[src/rtl/alu_pkg.sv]
// Shared constants for the multi-cycle ALU: widths, control codes and FSM states.
// The control codes match the combinational alu.
package alu_pkg;

  localparam int WIDTH   = 32;
  localparam int SHAMT_W = 5;
  localparam int CNT_W   = 6;

  localparam logic [3:0] OP_AND = 4'b0000;
  localparam logic [3:0] OP_OR  = 4'b0001;
  localparam logic [3:0] OP_ADD = 4'b0010;
  localparam logic [3:0] OP_SUB = 4'b0110;
  localparam logic [3:0] OP_SLT = 4'b0111;
  localparam logic [3:0] OP_NOR = 4'b1100;
  localparam logic [3:0] OP_SLL = 4'b1000;
  localparam logic [3:0] OP_SRL = 4'b1001;
  localparam logic [3:0] OP_SRA = 4'b1010;
  localparam logic [3:0] OP_MUL = 4'b1011;

  typedef enum logic [1:0] {
    IDLE = 2'd0,
    EXEC = 2'd1,
    DONE = 2'd2
  } state_t;

  function automatic logic is_iter(input logic [3:0] ctl);
    return (ctl == OP_SLL) || (ctl == OP_SRL) || (ctl == OP_SRA) || (ctl == OP_MUL);
  endfunction

endpackage

[src/rtl/alu_iter_dp.sv]
// Iterative datapath: one-bit-per-cycle shifter and 32-step shift-add multiplier.
// done is high whenever the step counter is zero, so non-iterative ops report done immediately.
module alu_iter_dp
  import alu_pkg::*;
(
  input  logic             clk,
  input  logic             rst_n,
  input  logic             start,
  input  logic [3:0]       control,
  input  logic [WIDTH-1:0] left,
  input  logic [WIDTH-1:0] right,
  output logic [WIDTH-1:0] result,
  output logic             done
);

  logic [3:0]       op_q;
  logic [WIDTH-1:0] shreg;
  logic [WIDTH-1:0] mcand;
  logic [WIDTH-1:0] mplier;
  logic [WIDTH-1:0] acc;
  logic [CNT_W-1:0] cnt;

  // A start loads all registers; the counter only runs for shifts and multiply.
  always_ff @(posedge clk or negedge rst_n) begin
    if (!rst_n) begin
      op_q   <= '0;
      shreg  <= '0;
      mcand  <= '0;
      mplier <= '0;
      acc    <= '0;
      cnt    <= '0;
    end else if (start) begin
      op_q   <= control;
      shreg  <= left;
      mcand  <= left;
      mplier <= right;
      acc    <= '0;
      if (control == OP_MUL)
        cnt <= 6'd32;
      else if (is_iter(control))
        cnt <= {1'b0, right[SHAMT_W-1:0]};
      else
        cnt <= '0;
    end else if (cnt != '0) begin
      cnt <= cnt - 6'd1;
      case (op_q)
        OP_SLL: shreg <= shreg << 1;
        OP_SRL: shreg <= shreg >> 1;
        OP_SRA: shreg <= {shreg[WIDTH-1], shreg[WIDTH-1:1]};
        OP_MUL: begin
          if (mplier[0])
            acc <= acc + mcand;
          mcand  <= mcand << 1;
          mplier <= mplier >> 1;
        end
        default: ;
      endcase
    end
  end

  assign result = (op_q == OP_MUL) ? acc : shreg;
  assign done   = (cnt == '0);

endmodule

[src/rtl/alu_multicycle.sv]
// Handshaked multi-cycle ALU: FSM, operand latch, single-cycle ops and result register.
// Every operation passes through EXEC, so out/zero are written one edge after the step counter empties.
module alu_multicycle
  import alu_pkg::*;
(
  input  logic             clk,
  input  logic             rst_n,
  input  logic             req_valid,
  output logic             req_ready,
  input  logic [WIDTH-1:0] left,
  input  logic [WIDTH-1:0] right,
  input  logic [3:0]       control,
  output logic             rsp_valid,
  input  logic             rsp_ready,
  output logic [WIDTH-1:0] out,
  output logic             zero
);

  state_t           state, next_state;
  logic [WIDTH-1:0] left_q, right_q;
  logic [3:0]       ctl_q;
  logic [WIDTH-1:0] alu_res;
  logic [WIDTH-1:0] dp_result;
  logic             dp_done;
  logic             accept;
  logic             slt;

  assign accept = req_valid && req_ready;

  alu_iter_dp u_dp (
    .clk     (clk),
    .rst_n   (rst_n),
    .start   (accept),
    .control (control),
    .left    (left),
    .right   (right),
    .result  (dp_result),
    .done    (dp_done)
  );

  always_ff @(posedge clk or negedge rst_n) begin
    if (!rst_n)
      state <= IDLE;
    else
      state <= next_state;
  end

  always_comb begin
    next_state = state;
    req_ready  = 1'b0;
    rsp_valid  = 1'b0;
    case (state)
      IDLE: begin
        req_ready = 1'b1;
        if (req_valid)
          next_state = EXEC;
      end
      EXEC: begin
        if (dp_done)
          next_state = DONE;
      end
      DONE: begin
        rsp_valid = 1'b1;
        if (rsp_ready)
          next_state = IDLE;
      end
      default: next_state = IDLE;
    endcase
  end

  always_ff @(posedge clk or negedge rst_n) begin
    if (!rst_n) begin
      left_q  <= '0;
      right_q <= '0;
      ctl_q   <= '0;
    end else if (accept) begin
      left_q  <= left;
      right_q <= right;
      ctl_q   <= control;
    end
  end

  // Illegal codes fall through to zero.
  always_comb begin
    slt     = $signed(left_q) < $signed(right_q);
    alu_res = '0;
    case (ctl_q)
      OP_AND: alu_res = left_q & right_q;
      OP_OR:  alu_res = left_q | right_q;
      OP_ADD: alu_res = left_q + right_q;
      OP_SUB: alu_res = left_q - right_q;
      OP_SLT: alu_res = {{(WIDTH-1){1'b0}}, slt};
      OP_NOR: alu_res = ~(left_q | right_q);
      OP_SLL, OP_SRL, OP_SRA, OP_MUL: alu_res = dp_result;
      default: alu_res = '0;
    endcase
  end

  always_ff @(posedge clk or negedge rst_n) begin
    if (!rst_n) begin
      out  <= '0;
      zero <= 1'b0;
    end else if (state == EXEC && dp_done) begin
      out  <= alu_res;
      zero <= (alu_res == '0);
    end
  end

endmodule
[config.mk]
export PLATFORM = sky130hd
export DESIGN_NAME = alu_multicycle
export DESIGN_NICKNAME = d
export VERILOG_FILES = /design/src/rtl/alu_pkg.sv /design/src/rtl/alu_iter_dp.sv /design/src/rtl/alu_multicycle.sv
export SDC_FILE = /design/constraint.sdc
export NUM_CORES = 1
export LEC_CHECK = 0
export CAP_MARGIN = 20
export CORE_UTILIZATION = 61
export CTS_BUF_LIST = sky130_fd_sc_hd__clkbuf_16
export CTS_CLUSTER_SIZE = 14
export DETAILED_ROUTE_END_ITERATION = 12
export PLACE_DENSITY = 0.85
export SLEW_MARGIN = 10
export SYNTH_ARGS = -nofsm -noshare
export SYNTH_HDL_FRONTEND = slang
export SYNTH_SLANG_ARGS = --single-unit
[constraint.sdc]
create_clock -name clk -period 8 [get_ports clk]
set_input_delay 2 -clock clk [delete_from_list [all_inputs] [get_ports clk]]
set_output_delay 2 -clock clk [all_outputs]
set_load 0.01 [all_outputs]
==> results.md <==
Cells and area:
- The finished cells cover 0.0194 sq mm.
- The final standard cell utilization of the core is 0.698.
- The number of fillers in the final layout is 2207.
- The number of antenna diodes in the final layout is 0.
- In the final layout, the share of cells above drive strength 1 is 0.0581.
- For this run, the post-layout net count is 2323.
- The growth of design area from synthesis to finish is 12.1%.

Worst setup path:
- The endpoint identified for the worst register-to-register timing path is zero$_DFFE_PN0P_.
- For the worst setup path, the data required time is 8470 ps.
- The buffer and inverter count on the worst path is 0.
- The depth of the critical timing path with buffers and inverters included is 10.
- Data arrives at the worst endpoint at 5230 ps.
- The flop-to-flop setup slack is 3240 ps.
- Tracing the worst setup path back leads to its startpoint at u_dp.op_q[0]$_DFFE_PN0P_.
- The category of cells accounting for the largest share of critical-path delay is simple AND/OR/NAND/NOR gates.
- STA classifies the critical path endpoint as a flop.
- Of all nets on the critical path, the largest fanout is 33.
- The critical path goes through nor4bb_1 -> a2111oi_0 -> o21ai_0 -> a211oi_1 -> nand4_1 -> nor4_1 -> nand4b_1 -> or4_1 -> or4b_1 -> o31ai_2.
- The critical path is of the flop to flop type.
- STA classifies the critical path startpoint as a flop.
- The timing endpoint of the critical path is zero$_DFFE_PN0P_.
- In this design, the stage delay of the slowest critical-path cell is 980 ps.
- The master of the slowest instance on the critical path is sky130_fd_sc_hd__dfrtp_1.
- The number of cells on the worst reg-to-reg path is 10.
- In this run the critical register-to-register path is launched from u_dp.op_q[0]$_DFFE_PN0P_.

Timing:
- Summed over all failing endpoints, the final setup total negative slack is 0 ps.
- The share of the clock period used by the worst path is 0.595.
- The worst slew slack as a fraction of its limit is 0.203.
- The final count of pins violating max slew is 0.
- The slew at the pin closest to its max-slew limit is 1170 ps.
- The highest clock frequency the design can meet is 0.210 GHz.
- Setup repair after global routing left no endpoint under its margin.
- The final number of hold-violating endpoints is 0.
- The worst clock skew is 11.2 ps.
- Setup violations remaining at the end of the flow were counted as 0.
- The clock period minus final worst setup slack is 4760 ps.

Global routing:
- The total overflow reported by the global router is 0.
- The wire length of the first global-routing pass is 88100 um.
- For this run, the total global-route usage over all layers was measured as 0.391.
- The maximum number of pins on one net before global-route repair is 109.
- The number of antenna violations at the first check in global routing is 2.
- The via count of the first global-routing pass is 15500.

Run status:
- The run finished with clean final reports.

Logic synthesis:
- The commonest cells after synthesis are 287 x sky130_fd_sc_hd__nand2_1, 260 x sky130_fd_sc_hd__o21ai_0, 237 x sky130_fd_sc_hd__dfrtp_1, 155 x sky130_fd_sc_hd__a21oi_1, 134 x sky130_fd_sc_hd__nor2_1.
- The area of the mapped netlist is 0.0173 sq mm.
- The share of synthesized area occupied by flip-flops and latches is 0.342.
- After synthesis, the share of flip-flops with an asynchronous set or reset is 1.00.
- The number of distinct library cells after synthesis is 101.
- In this run, synthesis inferred 0 flip-flops with an integrated enable.
- Ranked by total cell area, the synthesized netlist is headed by sky130_fd_sc_hd__dfrtp_1 34%, sky130_fd_sc_hd__ha_1 9.6%, sky130_fd_sc_hd__o21ai_0 7.5%.
- The Yosys warning count is 0.
- Of the post-synthesis cell area, the dominant cell type holds 0.342.
- The cell taking the most area after synthesis is sky130_fd_sc_hd__dfrtp_1.
- Averaged over all synthesized cells, the footprint is 8.35 sq um.
- Among all flip-flop cells after synthesis, the most frequent one is sky130_fd_sc_hd__dfrtp_1.
- The synthesized design contains 237 register bits.
- The most instantiated library cell after synthesis is sky130_fd_sc_hd__nand2_1.
- The count of mapped cells out of synthesis is 2078.
- When the netlist entered floorplanning its net count stood at 2286.

Floorplan:
- From bottom edge to top edge, the die measures 171 um.
- Measured along the x axis, the die boundary spans 171 um.
- The floorplan die area is 0.0291 sq mm.
- For this configuration, the core starts out at a cell density of 0.623.
- The area of the placeable core is 0.0279 sq mm.
- The number of placement rows is 61.
- For this design the top-level I/O count stands at 107.

Detailed routing:
- After detailed routing, the number of remaining DRC violations is 0.
- The final layout contains routed wiring with a total length of 56600 um.
- The number of DRC violations after detailed-routing iteration 0 is 2030.
- Across all layers, the routed design uses 16600 vias.
- Before antenna repair, the detailed router went through 7 iterations.
- In this run the remaining antenna-violating nets after routing total 0.
- The wire length per cell is 22.5 um.
- The number of vias per cell is 6.63.

Pwr:
- Of the total power, the share spent switching nets is 0.516.
- In this run the power spent charging and discharging nets is 4960 uW.
- Of the total power, registers draw 0.238.
- The power share of the clock group is 0.122.
- Dividing total power by cell area gives a power density of 495 mW/mm^2.
- Of the total power, combinational logic draws 0.639.
- For this design the static power due to leakage is 0.00893 uW.
- The internal power contribution is 4660 uW.
- The largest vdd supply drop is 0.267 mV.

Clock tree:
- The post-cts hold buffer count is 0.
- The clock reaches the later pin of the worst-skew pair after 560 ps.
- CTS placed an instance of sky130_fd_sc_hd__clkbuf_16 at the clock tree root.
- After clock tree synthesis, the setup repair step added 0 buffers.
- The number of clock sinks seen by CTS is 237.
- The number of gates resized after CTS is 0.
- TritonCTS built the clock tree.
- The H-tree depth reported by CTS is 1.
- The CTS buffer count is 26.
- After clock tree synthesis, the clock-pin slew on the worst setup and hold paths is 60 ps.
- The clock passes through at most 3 buffers.

Min path:
- The number of instances on the worst hold path is 2.
- The path class of the tightest hold or removal check is flop to flop.

Place:
- The post-detailed-placement half-perimeter wirelength is 41500 um.
- The placed instances occupy a cell area of 0.0186 sq mm.
- At the end of routability-driven placement, the weighted congestion stood at 0.983.
- Input and output buffers added on the ports amount to 106.

Flow run:
- The number of violations of the max-capacitance limit is 0.
metal layers:
layer | up-vias | GRT usage | share of wire
li1 | 7521 | - | -
met3 | 96 | 0.0689 | 0.10
met1 | 8089 | 0.581 | 0.44
met5 | - | 0 | 0.00023
met2 | 940 | 0.584 | 0.44
met4 | 2 | 0.0964 | 0.024
layout by cell type (no fill, tap or decap), types with 16 or more instances in the layout:
master	instances
sky130_fd_sc_hd__buf_4	20
sky130_fd_sc_hd__a211oi_1	17
sky130_fd_sc_hd__a21oi_1	154
sky130_fd_sc_hd__dfrtp_1	237
sky130_fd_sc_hd__nand2_1	286
sky130_fd_sc_hd__nor3_1	44
sky130_fd_sc_hd__nand3_1	21
sky130_fd_sc_hd__nor2b_1	16
sky130_fd_sc_hd__nand2b_1	23
sky130_fd_sc_hd__a21o_1	37
sky130_fd_sc_hd__o21ai_0	260
sky130_fd_sc_hd__ha_1	133
sky130_fd_sc_hd__xnor2_1	16
sky130_fd_sc_hd__inv_1	114
sky130_fd_sc_hd__o31ai_1	17
sky130_fd_sc_hd__clkdlybuf4s50_1	105
sky130_fd_sc_hd__mux2i_1	108
sky130_fd_sc_hd__clkbuf_16	26
sky130_fd_sc_hd__a31oi_1	17
sky130_fd_sc_hd__nor2_1	134
sky130_fd_sc_hd__xor2_1	18
area by class of cell:
class	instances	area, sq um	share of cell area
clock buffers	26	651	0.0335
clock inverters	21	173	0.00888
repair buffers	127	1240	0.0636
inverters	115	432	0.0222
multi-input cells	1608	10500	0.542
flip-flops and latches	237	5930	0.305
well taps	378	473	0.0243
power by group through the flow:
stage | clock [uW] | sequential (uW) | combinational, uW
floorplan | 0 | 2110 | 4280
global placement | 0 | 2250 | 5820
detailed placement | 0 | 2280 | 5890
CTS | 1180 | 2270 | 5960
global route | 1220 | 2350 | 6660
finish | 1180 | 2290 | 6150
cells by family (layout without fill, tap and decap cells):
| group | count (synthesis) | in the layout | share of synthesized area |
|---|---|---|---|
| and+or+nand+nor | 632 | 632 | 0.169 |
| buffers and inverters | 233 | 289 | 0.0526 |
| AOI/OAI and AO/OA | 691 | 691 | 0.253 |
| muxes | 115 | 115 | 0.0669 |
| xor gates and xnor gates | 34 | 34 | 0.0172 |
| adders and majority gates | 136 | 136 | 0.0994 |
| DFF | 237 | 237 | 0.342 |
registers in the layout (all words and copies together) (netlist names):
| signal | count |
|---|---|
| left_q | 32 |
| out | 32 |
| right_q | 32 |
| state | 2 |
| u_dp.acc | 32 |
| u_dp.cnt | 6 |
| u_dp.mcand | 32 |
| u_dp.mplier | 32 |
| u_dp.op_q | 4 |
| u_dp.shreg | 32 |
| zero | 1 |
worst min path at each step:
stage	endpoint	start	slack, ps
6_report	out[25]$_DFFE_PN0P_	out[25]$_DFFE_PN0P_	470
5_1_grt	out[3]$_DFFE_PN0P_	out[3]$_DFFE_PN0P_	500
4_1_cts	out[25]$_DFFE_PN0P_	out[25]$_DFFE_PN0P_	480
3_5_place_dp	out[25]$_DFFE_PN0P_	out[25]$_DFFE_PN0P_	460
3_3_place_gp	out[24]$_DFFE_PN0P_	out[24]$_DFFE_PN0P_	450
2_1_floorplan	state[0]$_DFFE_PN0P_	state[1]$_DFFE_PN0P_	450
per-stage QoR:
step	instances	power, uW	setup slack (ps)	hold WS (ps)
after floorplan	2078	6390	4100	453
after global placement	2464	8060	3520	453
after detailed placement	2464	8170	3420	463
after CTS	2511	9410	3410	477
after global routing	2512	10200	3010	496
final	2512	9620	3240	471
worst reg2reg max path, delay by kind of cell (launching register included):
kind            cells  cell delay, ps
compound gates      4            1610
flops               1             980
simple gates        6            2070
Note: power is estimated with default switching activity, not from simulation.
